**src/rtl/multicycle_control.sv**
```systemverilog
// multicycle_control
// Control FSM for a multi-cycle RV32I datapath built around one shared ALU,
// one unified memory port and the IR/OldPC/ALUOut/Data holding registers.
// Supports R-type add/sub/and/or/xor, I-type ALU, lw, sw, beq/bne and jal.
// Memory-access states (FETCH, MEMREAD, MEMWRITE) stretch on mem_ready,
// illegal encodings park the FSM in a sticky TRAP state, and instr_retired
// pulses on the last cycle of every completed instruction.
//
// Ports:
//   clk, rst              clock, synchronous active-high reset (enters FETCH)
//   op, funct3, funct7_5  instruction fields taken from IR
//   zero                  ALU zero flag (branch resolution)
//   mem_ready             memory completes the current access this cycle
//   PCWrite, AdrSrc, MemWrite, IRWrite, RegWrite    datapath enables/selects
//   ResultSrc, ALUSrcA, ALUSrcB, ALUControl, ImmSrc datapath mux/ALU controls
//   instr_retired         one-cycle pulse on the final cycle of an instruction
//   illegal               high while in TRAP
//
// The enables depend on mem_ready/zero/funct3 of the current cycle, so the
// output decode is a Mealy function of the state register rather than a set
// of flops; registering them would shift every enable one cycle late.
module multicycle_control #(
  parameter int DATA_WIDTH = 32
) (
  input  logic       clk,
  input  logic       rst,
  input  logic [6:0] op,
  input  logic [2:0] funct3,
  input  logic       funct7_5,
  input  logic       zero,
  input  logic       mem_ready,
  output logic       PCWrite,
  output logic       AdrSrc,
  output logic       MemWrite,
  output logic       IRWrite,
  output logic       RegWrite,
  output logic [1:0] ResultSrc,
  output logic [1:0] ALUSrcA,
  output logic [1:0] ALUSrcB,
  output logic [3:0] ALUControl,
  output logic [2:0] ImmSrc,
  output logic       instr_retired,
  output logic       illegal
);

  localparam logic [6:0] OP_R   = 7'b0110011;
  localparam logic [6:0] OP_I   = 7'b0010011;
  localparam logic [6:0] OP_LW  = 7'b0000011;
  localparam logic [6:0] OP_SW  = 7'b0100011;
  localparam logic [6:0] OP_BR  = 7'b1100011;
  localparam logic [6:0] OP_JAL = 7'b1101111;

  localparam logic [3:0] ALU_ADD = 4'b0000;
  localparam logic [3:0] ALU_SUB = 4'b0001;
  localparam logic [3:0] ALU_AND = 4'b0010;
  localparam logic [3:0] ALU_OR  = 4'b0011;
  localparam logic [3:0] ALU_XOR = 4'b0100;

  typedef enum logic [3:0] {
    FETCH    = 4'd0,
    DECODE   = 4'd1,
    MEMADR   = 4'd2,
    MEMREAD  = 4'd3,
    MEMWB    = 4'd4,
    MEMWRITE = 4'd5,
    EXECR    = 4'd6,
    EXECI    = 4'd7,
    ALUWB    = 4'd8,
    BRANCH   = 4'd9,
    JAL      = 4'd10,
    TRAP     = 4'd11
  } state_t;

  state_t state_r;

  logic       pc_write_s;
  logic       adr_src_s;
  logic       mem_write_s;
  logic       ir_write_s;
  logic       reg_write_s;
  logic [1:0] result_src_s;
  logic [1:0] alu_src_a_s;
  logic [1:0] alu_src_b_s;
  logic [3:0] alu_control_s;
  logic [2:0] imm_src_s;
  logic       retired_s;
  logic       illegal_s;

  // funct3 values with a defined ALU operation in EXECR/EXECI
  function automatic logic alu_f3_legal(input logic [2:0] f3);
    case (f3)
      3'b000, 3'b100, 3'b110, 3'b111: alu_f3_legal = 1'b1;
      default:                        alu_f3_legal = 1'b0;
    endcase
  endfunction

  // funct3 -> ALU operation; sub_en selects sub for funct3 000 (R-type only)
  function automatic logic [3:0] alu_f3_decode(input logic [2:0] f3, input logic sub_en);
    case (f3)
      3'b000:  alu_f3_decode = sub_en ? ALU_SUB : ALU_ADD;
      3'b100:  alu_f3_decode = ALU_XOR;
      3'b110:  alu_f3_decode = ALU_OR;
      3'b111:  alu_f3_decode = ALU_AND;
      default: alu_f3_decode = ALU_ADD;
    endcase
  endfunction

  // State register and next-state sequencing
  always_ff @(posedge clk) begin
    if (rst) begin
      state_r <= FETCH;
    end else begin
      case (state_r)
        FETCH:    state_r <= mem_ready ? DECODE : FETCH;
        DECODE: begin
          case (op)
            OP_LW, OP_SW: state_r <= MEMADR;
            OP_R:         state_r <= EXECR;
            OP_I:         state_r <= EXECI;
            OP_BR:        state_r <= BRANCH;
            OP_JAL:       state_r <= JAL;
            default:      state_r <= TRAP;
          endcase
        end
        MEMADR:   state_r <= (op == OP_LW) ? MEMREAD : MEMWRITE;
        MEMREAD:  state_r <= mem_ready ? MEMWB : MEMREAD;
        MEMWB:    state_r <= FETCH;
        MEMWRITE: state_r <= mem_ready ? FETCH : MEMWRITE;
        EXECR:    state_r <= alu_f3_legal(funct3) ? ALUWB : TRAP;
        EXECI:    state_r <= alu_f3_legal(funct3) ? ALUWB : TRAP;
        ALUWB:    state_r <= FETCH;
        BRANCH:   state_r <= (funct3 == 3'b000 || funct3 == 3'b001) ? FETCH : TRAP;
        JAL:      state_r <= ALUWB;
        TRAP:     state_r <= TRAP;
        default:  state_r <= FETCH;
      endcase
    end
  end

  // Immediate format follows the opcode in every state
  always_comb begin
    case (op)
      OP_I, OP_LW: imm_src_s = 3'b000;
      OP_SW:       imm_src_s = 3'b001;
      OP_BR:       imm_src_s = 3'b010;
      OP_JAL:      imm_src_s = 3'b011;
      default:     imm_src_s = 3'b000;
    endcase
  end

  // Per-state control decode; anything not set for a state stays 0
  always_comb begin
    pc_write_s    = 1'b0;
    adr_src_s     = 1'b0;
    mem_write_s   = 1'b0;
    ir_write_s    = 1'b0;
    reg_write_s   = 1'b0;
    result_src_s  = 2'b00;
    alu_src_a_s   = 2'b00;
    alu_src_b_s   = 2'b00;
    alu_control_s = ALU_ADD;
    retired_s     = 1'b0;
    illegal_s     = 1'b0;
    case (state_r)
      FETCH: begin
        alu_src_b_s  = 2'b10;
        result_src_s = 2'b10;
        ir_write_s   = mem_ready;
        pc_write_s   = mem_ready;
      end
      DECODE: begin
        // OldPC + imm precomputes the branch target into ALUOut
        alu_src_a_s = 2'b01;
        alu_src_b_s = 2'b01;
      end
      MEMADR: begin
        alu_src_a_s = 2'b10;
        alu_src_b_s = 2'b01;
      end
      MEMREAD: begin
        adr_src_s = 1'b1;
      end
      MEMWB: begin
        result_src_s = 2'b01;
        reg_write_s  = 1'b1;
        retired_s    = 1'b1;
      end
      MEMWRITE: begin
        adr_src_s   = 1'b1;
        mem_write_s = 1'b1;
        retired_s   = mem_ready;
      end
      EXECR: begin
        alu_src_a_s   = 2'b10;
        alu_control_s = alu_f3_decode(funct3, funct7_5);
      end
      EXECI: begin
        alu_src_a_s   = 2'b10;
        alu_src_b_s   = 2'b01;
        alu_control_s = alu_f3_decode(funct3, 1'b0);
      end
      ALUWB: begin
        reg_write_s = 1'b1;
        retired_s   = 1'b1;
      end
      BRANCH: begin
        alu_src_a_s   = 2'b10;
        alu_control_s = ALU_SUB;
        if (funct3 == 3'b000) begin
          pc_write_s = zero;
          retired_s  = 1'b1;
        end else if (funct3 == 3'b001) begin
          pc_write_s = ~zero;
          retired_s  = 1'b1;
        end else begin
          pc_write_s = 1'b0;
          retired_s  = 1'b0;
        end
      end
      JAL: begin
        // ALUOut already holds the target from DECODE; ALU now forms PC+4
        alu_src_a_s = 2'b01;
        alu_src_b_s = 2'b10;
        pc_write_s  = 1'b1;
      end
      TRAP: begin
        illegal_s = 1'b1;
      end
      default: begin
        illegal_s = 1'b0;
      end
    endcase
  end

  // Reset masks every state-changing enable, even mid-stall or in TRAP
  assign PCWrite       = pc_write_s  & ~rst;
  assign IRWrite       = ir_write_s  & ~rst;
  assign RegWrite      = reg_write_s & ~rst;
  assign MemWrite      = mem_write_s & ~rst;
  assign instr_retired = retired_s   & ~rst;
  assign illegal       = illegal_s   & ~rst;
  assign AdrSrc        = adr_src_s;
  assign ResultSrc     = result_src_s;
  assign ALUSrcA       = alu_src_a_s;
  assign ALUSrcB       = alu_src_b_s;
  assign ALUControl    = alu_control_s;
  assign ImmSrc        = imm_src_s;

endmodule

```
**config.mk**
```make
export PLATFORM = sky130hd
export DESIGN_NAME = multicycle_control
export DESIGN_NICKNAME = d
export VERILOG_FILES = /design/src/rtl/multicycle_control.sv
export SDC_FILE = /design/constraint.sdc
export NUM_CORES = 1
export LEC_CHECK = 0
export ABC_AREA = 1
export BUFFER_PORTS_ARGS = -buffer_cell sky130_fd_sc_hd__buf_2
export CORE_UTILIZATION = 30
export DETAILED_ROUTE_END_ITERATION = 10
export MAX_ROUTING_LAYER = met4
export PLACE_DENSITY = 0.62
export SYNTH_ARGS = -nofsm -noshare
export SYNTH_HDL_FRONTEND = slang
export SYNTH_SLANG_ARGS = --single-unit
```
**constraint.sdc**
```tcl
create_clock -name clk -period 1.1 [get_ports clk]
set_clock_uncertainty 0.15 [all_clocks]
set_input_delay 0.165 -clock clk [delete_from_list [all_inputs] [get_ports clk]]
set_output_delay 0.165 -clock clk [all_outputs]
set_load 0.1 [all_outputs]
```
==> results.md, run 1 <==
* Post-GRT worst EP: ALUControl[0]
* CTS Buf Count at 3
* Top post-synthesis cells by area: nand2_1, nor2_1, dfxtp_1, inv_1, nand3_1
* CTS max path bufs at 2
* Die Width at 48.4 um
* Mapped Avg Cell Area at 5.29 um2
* Post-synth EDFFs at 0
* Yosys warns at 0
* Largest net degree at the start of global routing at 8
* # port buffers at 32
* Row count at 16
* H-tree depth at 1
* Synth top area share at 15.7%
* Outcome: stopped before the end
* Cts hold-fix bufs at 0
* Synth Instances at 122
* Dpl cell area at 0.00168 mm2
* Post-Syn Area at 646 um2
* Ys flop type: dfxtp_1
* Halt Stage: global routing
* Initial Util at 32.2%
* Synth async-reset ratio at 0%
* Area leader, netlist: nand2_1
* CTS root buf: clkbuf_4
* Cell variety after synth at 27
* Die H at 48.4 um
* Seq cells post-synth at 4
* RD Place Congestion at 0.845
* Error: [ERROR DPL-0038] Utilization greater than 100%, impossible to legalize
* Sequential area share after synthesis at 12.4%
* DP Wirelength at 2.39 mm
* Worst End Pin Type: primary output
* IO Pins at 35
* Clock Sinks at 4
-- stage by stage --
stage | std cells | setup slack, ps
CTS | 231 | -665
detailed placement | 220 | -506
global placement | 220 | -409
floorplan | 123 | -1260
-- synth_stat cells (all sizes together) (2+ instances only) --
| library cell | n |
|---|---|
| a21oi | 4 |
| buf | 2 |
| dfxtp | 4 |
| inv | 21 |
| nand2 | 30 |
| nand3 | 12 |
| nand3b | 2 |
| nand4 | 3 |
| nor2 | 27 |
| nor3 | 2 |
| o211ai | 2 |
| o21ai | 6 |
-- logic make-up after synthesis --
group	synth area share, %
xor gates and xnor gates	1.36
other	0.581
DFF	12.4
and+or+nand+nor	56.0
buffers and inverters	16.1
AOI/OAI and AO/OA	13.6
-- repair_timing --
action / in CTS
pin swaps: 18
resized for setup: 35
setup endpoints to repair: 22
setup buffers: 10
==> run 2, diff against run 1 <==
CORE_AREA = 2 2 63 65   (was default)
CORE_UTILIZATION = default   (was 30)
DIE_AREA = 0 0 65 67   (was default)
MAX_ROUTING_LAYER = default   (was met4)
PLACE_DENSITY = default   (was 0.62)
PLACE_DENSITY_LB_ADDON = 0.15   (was default)
clock period = 1.4 ns   (was 1.1 ns; I/O delays follow)
==> run 2 against run 1 <==
- the flow now finishes, with violations (negative setup slack)
- area after synthesis stayed put
- synthesized cell count did not move
==> results.md, run 2 <==
* Commonest non-fill, non-tap cell in the layout: buf_4
* First-pass GRT wire length at 4.23 mm
* Most used cell, CP: nor2_4
* Outcome: finished, violations left
* Cell variety after synth at 27
* Fmax at 559 MHz
* Clock Latency Late Sink at 220 ps
* Synth Area in XOR/XNOR at 1.36%
* Die Width at 65 um
* Max reg flops at 4
* Most common cell in the netlist: nand2_1
* Clock Sinks at 4
* Share of layout cells above drive strength 1 at 72.0%
* RD Place Congestion at 0.822
* Worst Setup End Kind: output pin
* Buffer and inverter count on the worst path at 2
* DP Wirelength at 2.09 mm
* Multi-input gate area at 764 um2
* Final wirelength at 2.51 mm
* Yosys warns at 0
* Tmin final at 1790 ps
* Synth async-reset ratio at 0%
* Synth Instances at 122
* Hold Path Class: in2reg
* CTS Buf Count at 3
* Worst-path clk slew at 30 ps
* Largest net degree at the start of global routing at 11
* Area leader, netlist: nand2_1
* Post-Syn Area at 646 um2
* Layout Nets at 216
* Seq cells post-synth at 4
* Design Area, Final at 0.00189 mm2
* Peak supply drop at 0.606 mV
* Synth-to-layout area growth at 193%
* Post-synth EDFFs at 0
* Mapped Avg Cell Area at 5.29 um2
* Slew Limit Fails at 0
* Clock share of power at 6.1%
* Total gr overflow at 0
* Die area at 0.00436 mm2
* CTS root buf: clkbuf_8
* Critical Path Max Stage Delay at 360 ps
* Initial Util at 17.9%
* RSZ-0062 raised after global routing: true
* Worst Path Required at 1040 ps
* Seq pwr share at 6.7%
* Biggest regs: state_r x4
* Synth Area in Compound Gates at 13.6%
* Pwr/cell area at 2210 mW/mm2
* Sequential standard cell area at 95.1 um2
* DRT Pass-1 Iters at 3
* Die H at 67 um
* Drt drc at 0
* Final core occ at 52.5%
* Layout fillers at 362
* Startpoint type of the worst setup path: flip-flop
* Crit-path slowest cell: dfxtp_4
* Drt first-iter violations at 25
* CTS max path bufs at 2
* Failing checks: negative setup slack
* Most frequent cells in the layout: buf_4, buf_12, buf_6
* Via Count at 1028
* Worst-path cell chain: nor2_4 -> inv_4 -> nor2_4 -> nand2_4 -> a31oi_4 -> buf_12
* Hold Violations, Final at 0
* Combinational family with the most area after synthesis: simple AND/OR/NAND/NOR gates
* Core area at 0.00361 mm2
* Antenna Nets Post-Route at 0
* Leakage power at 0.876 nW
* Maxcap violations at 0
* Average wire per standard cell at 10.1 um
* CTS tree: done
* Sw Ratio at 55.1%
* Sw power at 2.30 mW
* Worst Slack Setup Final at -390 ps
* Combinational power share at 87.1%
* Hold WS at 229 ps
* Simple-gate share of the synthesized area at 56.0%
* Ant diodes at 0
* Final Power at 4.18 mW
* Initial antenna violation count at 0
* Synth top area share at 15.7%
* Via density at 4.15
* Adder-cell share of the synthesized area at 0%
* Worst-path fanout max at 6
* H-tree depth at 1
* Vias in the first global route at 1017
* IO Pins at 35
* CP delay by family, top: simple AND/OR/NAND/NOR gates
* CP Data Arrival Time at 1430 ps
* P_int at 1.88 mW
* Sequential area share after synthesis at 12.4%
* Crit path kind: reg2out
* Commonest cells in the netlist: nand2_1, nor2_1, inv_1, nand3_1
* Largest Register: state_r
* Ys flop type: dfxtp_1
* Dpl cell area at 0.00159 mm2
* # port buffers at 32
* Row count at 22
* Mux share of post-synthesis cell area at 0%
* Final Cycle Share at 128%
* Setup-failing EPs final at 20
* Top post-synthesis cells by area: nand2_1, nor2_1, dfxtp_1, inv_1, nand3_1
* Tot GR Track Use at 12.3%
==> run 2: path summary, 6_finish.rpt <==
path,end,startpoint,slack [ps],cells past startpoint
worst min register to register,state_r[3]$_SDFF_PP0_,state_r[1]$_SDFF_PP0_,630,4
worst max register to register,state_r[2]$_SDFF_PP0_,state_r[2]$_SDFF_PP0_,-100,9
worst max-delay path,PCWrite,state_r[2]$_SDFF_PP0_,-390,6
worst min-delay path,state_r[2]$_SDFF_PP0_,op[6],230,4
==> run 2: timing repair <==
item / 4_1_cts / 5_1_grt
pin swaps: 12 / 17
buffers inserted: 5 / 4
hold buffers: 0 / 0
setup endpoints to repair: 20 / 22
gates resized for setup: 27 / 35
==> run 2: layer usage <==
metal  vias to the layer above  global-route usage [%]  wire (um)
met5                         -                       0          0
met4                         0                    4.79          0
met3                         0                   0.338        110
met2                        26                    24.5       1460
met1                       454                    13.7        944
li1                        548                       -          -
==> run 2: cells by family after synthesis <==
group / after synthesis
simple gates: 77
buf+inv: 25
compound gates: 14
flops: 4
xor+xnor: 1
other cells: 1
==> run 2: power by group through the flow <==
stage	sequential [mW]	combinational [mW]	clock, mW
after floorplan	0.250	1.95	0
after detailed placement	0.245	3.20	0
after CTS	0.262	3.46	0.265
after global routing	0.291	3.82	0.270
after global placement	0.243	3.19	0
final	0.281	3.64	0.256
==> run 2: stage by stage <==
step / setup TNS (ps) / instances / worst slack [ps]
5_1_grt: -5990 / 248 / -483
3_3_place_gp: -1280 / 236 / -210
2_1_floorplan: -5560 / 123 / -1010
6_report: -4660 / 248 / -390
4_1_cts: -4730 / 245 / -386
3_5_place_dp: -1370 / 236 / -210
==> run 2: worst reg2reg max path: cells and delay by family (launching register included) <==
| family | cells | cell delay (ps) |
|---|---|---|
| DFF | 1 | 360 |
| buffers and inverters | 4 | 380 |
| and+or+nand+nor | 3 | 320 |
| AOI/OAI and AO/OA | 2 | 200 |
==> run 2: area by class of cell <==
cell class | count | share of cell area, %
timing repair buffer | 76 | 43.6
multi-input combinational | 94 | 40.4
inverter | 22 | 5.42
sequential | 4 | 5.02
tap | 48 | 3.17
clock buffer | 4 | 2.38
No activity file was read; power rests on OpenSTA's default activity.
==> run 3, diff against run 2 <==
clock period = 2.2 ns   (was 1.4 ns; I/O delays follow)
==> run 3 against run 2 <==
- the flow now finishes without violations
- sequential power down 47%
- wire length down 24%
- power down 60%
- combinational power down 63%
- non-clock buffer count down 44
- hold slack better by 49 ps
- critical path type unchanged
- critical endpoint is now IRWrite
==> results.md, run 3 (synthesized netlist as in run 2, its figures left out) <==
* Outcome: finished clean
* Metal2 WL at 910 um
* Startpoint type of the worst setup path: flip-flop
* Crit path kind: reg2out
* CTS root buf: clkbuf_8
* DR top layer: met4
* H-tree depth at 1
* CP delay by family, top: buffers and inverters
* RD Place Congestion at 0.730
* Buffer and inverter count on the worst path at 2
* DP Wirelength at 1.69 mm
* Initial Util at 17.9%
* Tot GR Track Use at 9.42%
* Commonest non-fill, non-tap cell in the layout: buf_2
* Tmin final at 2050 ps
* Slew Limit Fails at 0
* Setup-failing EPs final at 0
* Hold Violations, Final at 0
* Most used cell, CP: nor2_4
* Drt first-iter violations at 16
* CTS Buf Count at 3
* Synth-to-layout area growth at 55.8%
* RSZ-0062 raised after global routing: false
* Worst Setup End Kind: output pin
* Most frequent cells in the layout: buf_2, nand2_1, inv_1
* Final wirelength at 1.90 mm
* # port buffers at 32
* Pwr/cell area at 1650 mW/mm2
* Antenna Nets Post-Route at 0
* Drt drc at 0
* Min-delay src: op[4]
* Resized cells post-CTS at 0
* Worst-path cell chain: nor2_4 -> inv_4 -> nor2_4 -> nand2_4 -> nor2_4 -> buf_2
* CP Data Arrival Time at 1570 ps
* Largest net degree at the start of global routing at 11
* Setup TNS at 0 ps
* Min-Delay Path Depth at 3
* Worst Path Required at 1720 ps
* Reg-to-reg startpoint: state_r[2]$_SDFF_PP0_
* Met3 WL post-DR at 131 um
* Multi-input gate area at 546 um2
* CTS max path bufs at 2
* Leakage power at 0.511 nW
* Maxcap violations at 0
* Initial antenna violation count at 0
* Crit-path slowest cell: buf_2
* Max reg flops at 4
* Ant diodes at 0
* Via Count at 849
* Fmax at 488 MHz
* Hold Path End: state_r[2]$_SDFF_PP0_
* M1 wire length at 846 um
* Crit Reg-Reg Endpoint: state_r[3]$_SDFF_PP0_
* Die H at 67 um
* Core area at 0.00361 mm2
* Critical Path Max Stage Delay at 420 ps
* Peak supply drop at 0.377 mV
* R2R cell count at 6
* Dpl cell area at 965 um2
* Design Area, Final at 0.00101 mm2
* CTS tree: done
* Cts hold-fix bufs at 0
* Via density at 4.18
* Average wire per standard cell at 9.38 um
* Final Cycle Share at 93.1%
* Vias in the first global route at 798
* Hold Path Class: in2reg
* Die Width at 65 um
* Sequential standard cell area at 83.8 um2
* Worst-path clk slew at 30 ps
* First-pass GRT wire length at 3.21 mm
* Total gr overflow at 0
* Die area at 0.00436 mm2
* Biggest regs: state_r x4
* R2R Setup Slk at 920 ps
* Share of layout cells above drive strength 1 at 42.6%
* Clock Latency Late Sink at 220 ps
* # Post-CTS Setup Buffers at 0
* Layout Nets at 172
* IO Pins at 35
* Clock Sinks at 4
* Worst-path fanout max at 6
* Row count at 22
* DRT Pass-1 Iters at 4
* Layout fillers at 413
* Largest Register: state_r
-- run 3: changes by cell type in the layout (fill, tap and decap cells not counted), moves of 7 or more --
cell     previous run  this run
buf_12             17         2
buf_2              14        30
buf_4              28         0
buf_6              16         0
inv_1              10        17
nand2_1            11        25
nand2_4            10         1
nor2_4             13         5
-- run 3: cell type report --
cell class / instances / share of cell area (%)
Inverter: 22 / 8.46
Clock buffer: 3 / 4.10
Tap cell: 48 / 5.97
Sequential cell: 4 / 8.33
Timing Repair Buffer: 32 / 18.9
Multi-Input combinational cell: 94 / 54.2
-- run 3: report_power, final --
| part | switching, mW | internal [mW] | total, mW |
|---|---|---|---|
| combinational | 1.09 | 0.267 | 1.36 |
| sequential | 0.0440 | 0.104 | 0.148 |
| clock | 0.0385 | 0.117 | 0.155 |
| total | 1.17 | 0.488 | 1.66 |
-- run 3: tightest hold or removal path, stage by stage --
cell     delay (ps)
buf_2           120
nand4_1          90
a21oi_1          60
-- run 3: metal layers --
metal	vias up	GRT usage, %
met4	0	3.99
met5	-	0
met2	27	16.4
met3	2	2.03
li1	454	-
met1	366	11.1
-- run 3: worst max-delay path by stage --
| stage | depth (start not counted) | endpoint | slack [ps] | from |
|---|---|---|---|---|
| after global routing | 6 | IRWrite | 70 | state_r[2]$_SDFF_PP0_ |
| final | 6 | IRWrite | 150 | state_r[2]$_SDFF_PP0_ |
| after global placement | 7 | ALUControl[0] | 330 | funct3[1] |
| after floorplan | 4 | ALUControl[0] | -340 | state_r[1]$_SDFF_PP0_ |
| after detailed placement | 7 | ALUControl[0] | 320 | funct3[1] |
| after CTS | 6 | IRWrite | 130 | state_r[2]$_SDFF_PP0_ |
-- run 3: metrics by stage --
stage	power, mW	instances	utilization [%]	worst slack, ps	hold WS, ps
2_1_floorplan	1.30	123	-	-344	347
3_3_place_gp	1.52	200	26.8	333	501
3_5_place_dp	1.51	200	26.8	322	500
4_1_cts	1.68	203	27.9	135	271
5_1_grt	1.74	203	27.9	66.5	290
6_report	1.66	203	27.9	152	278
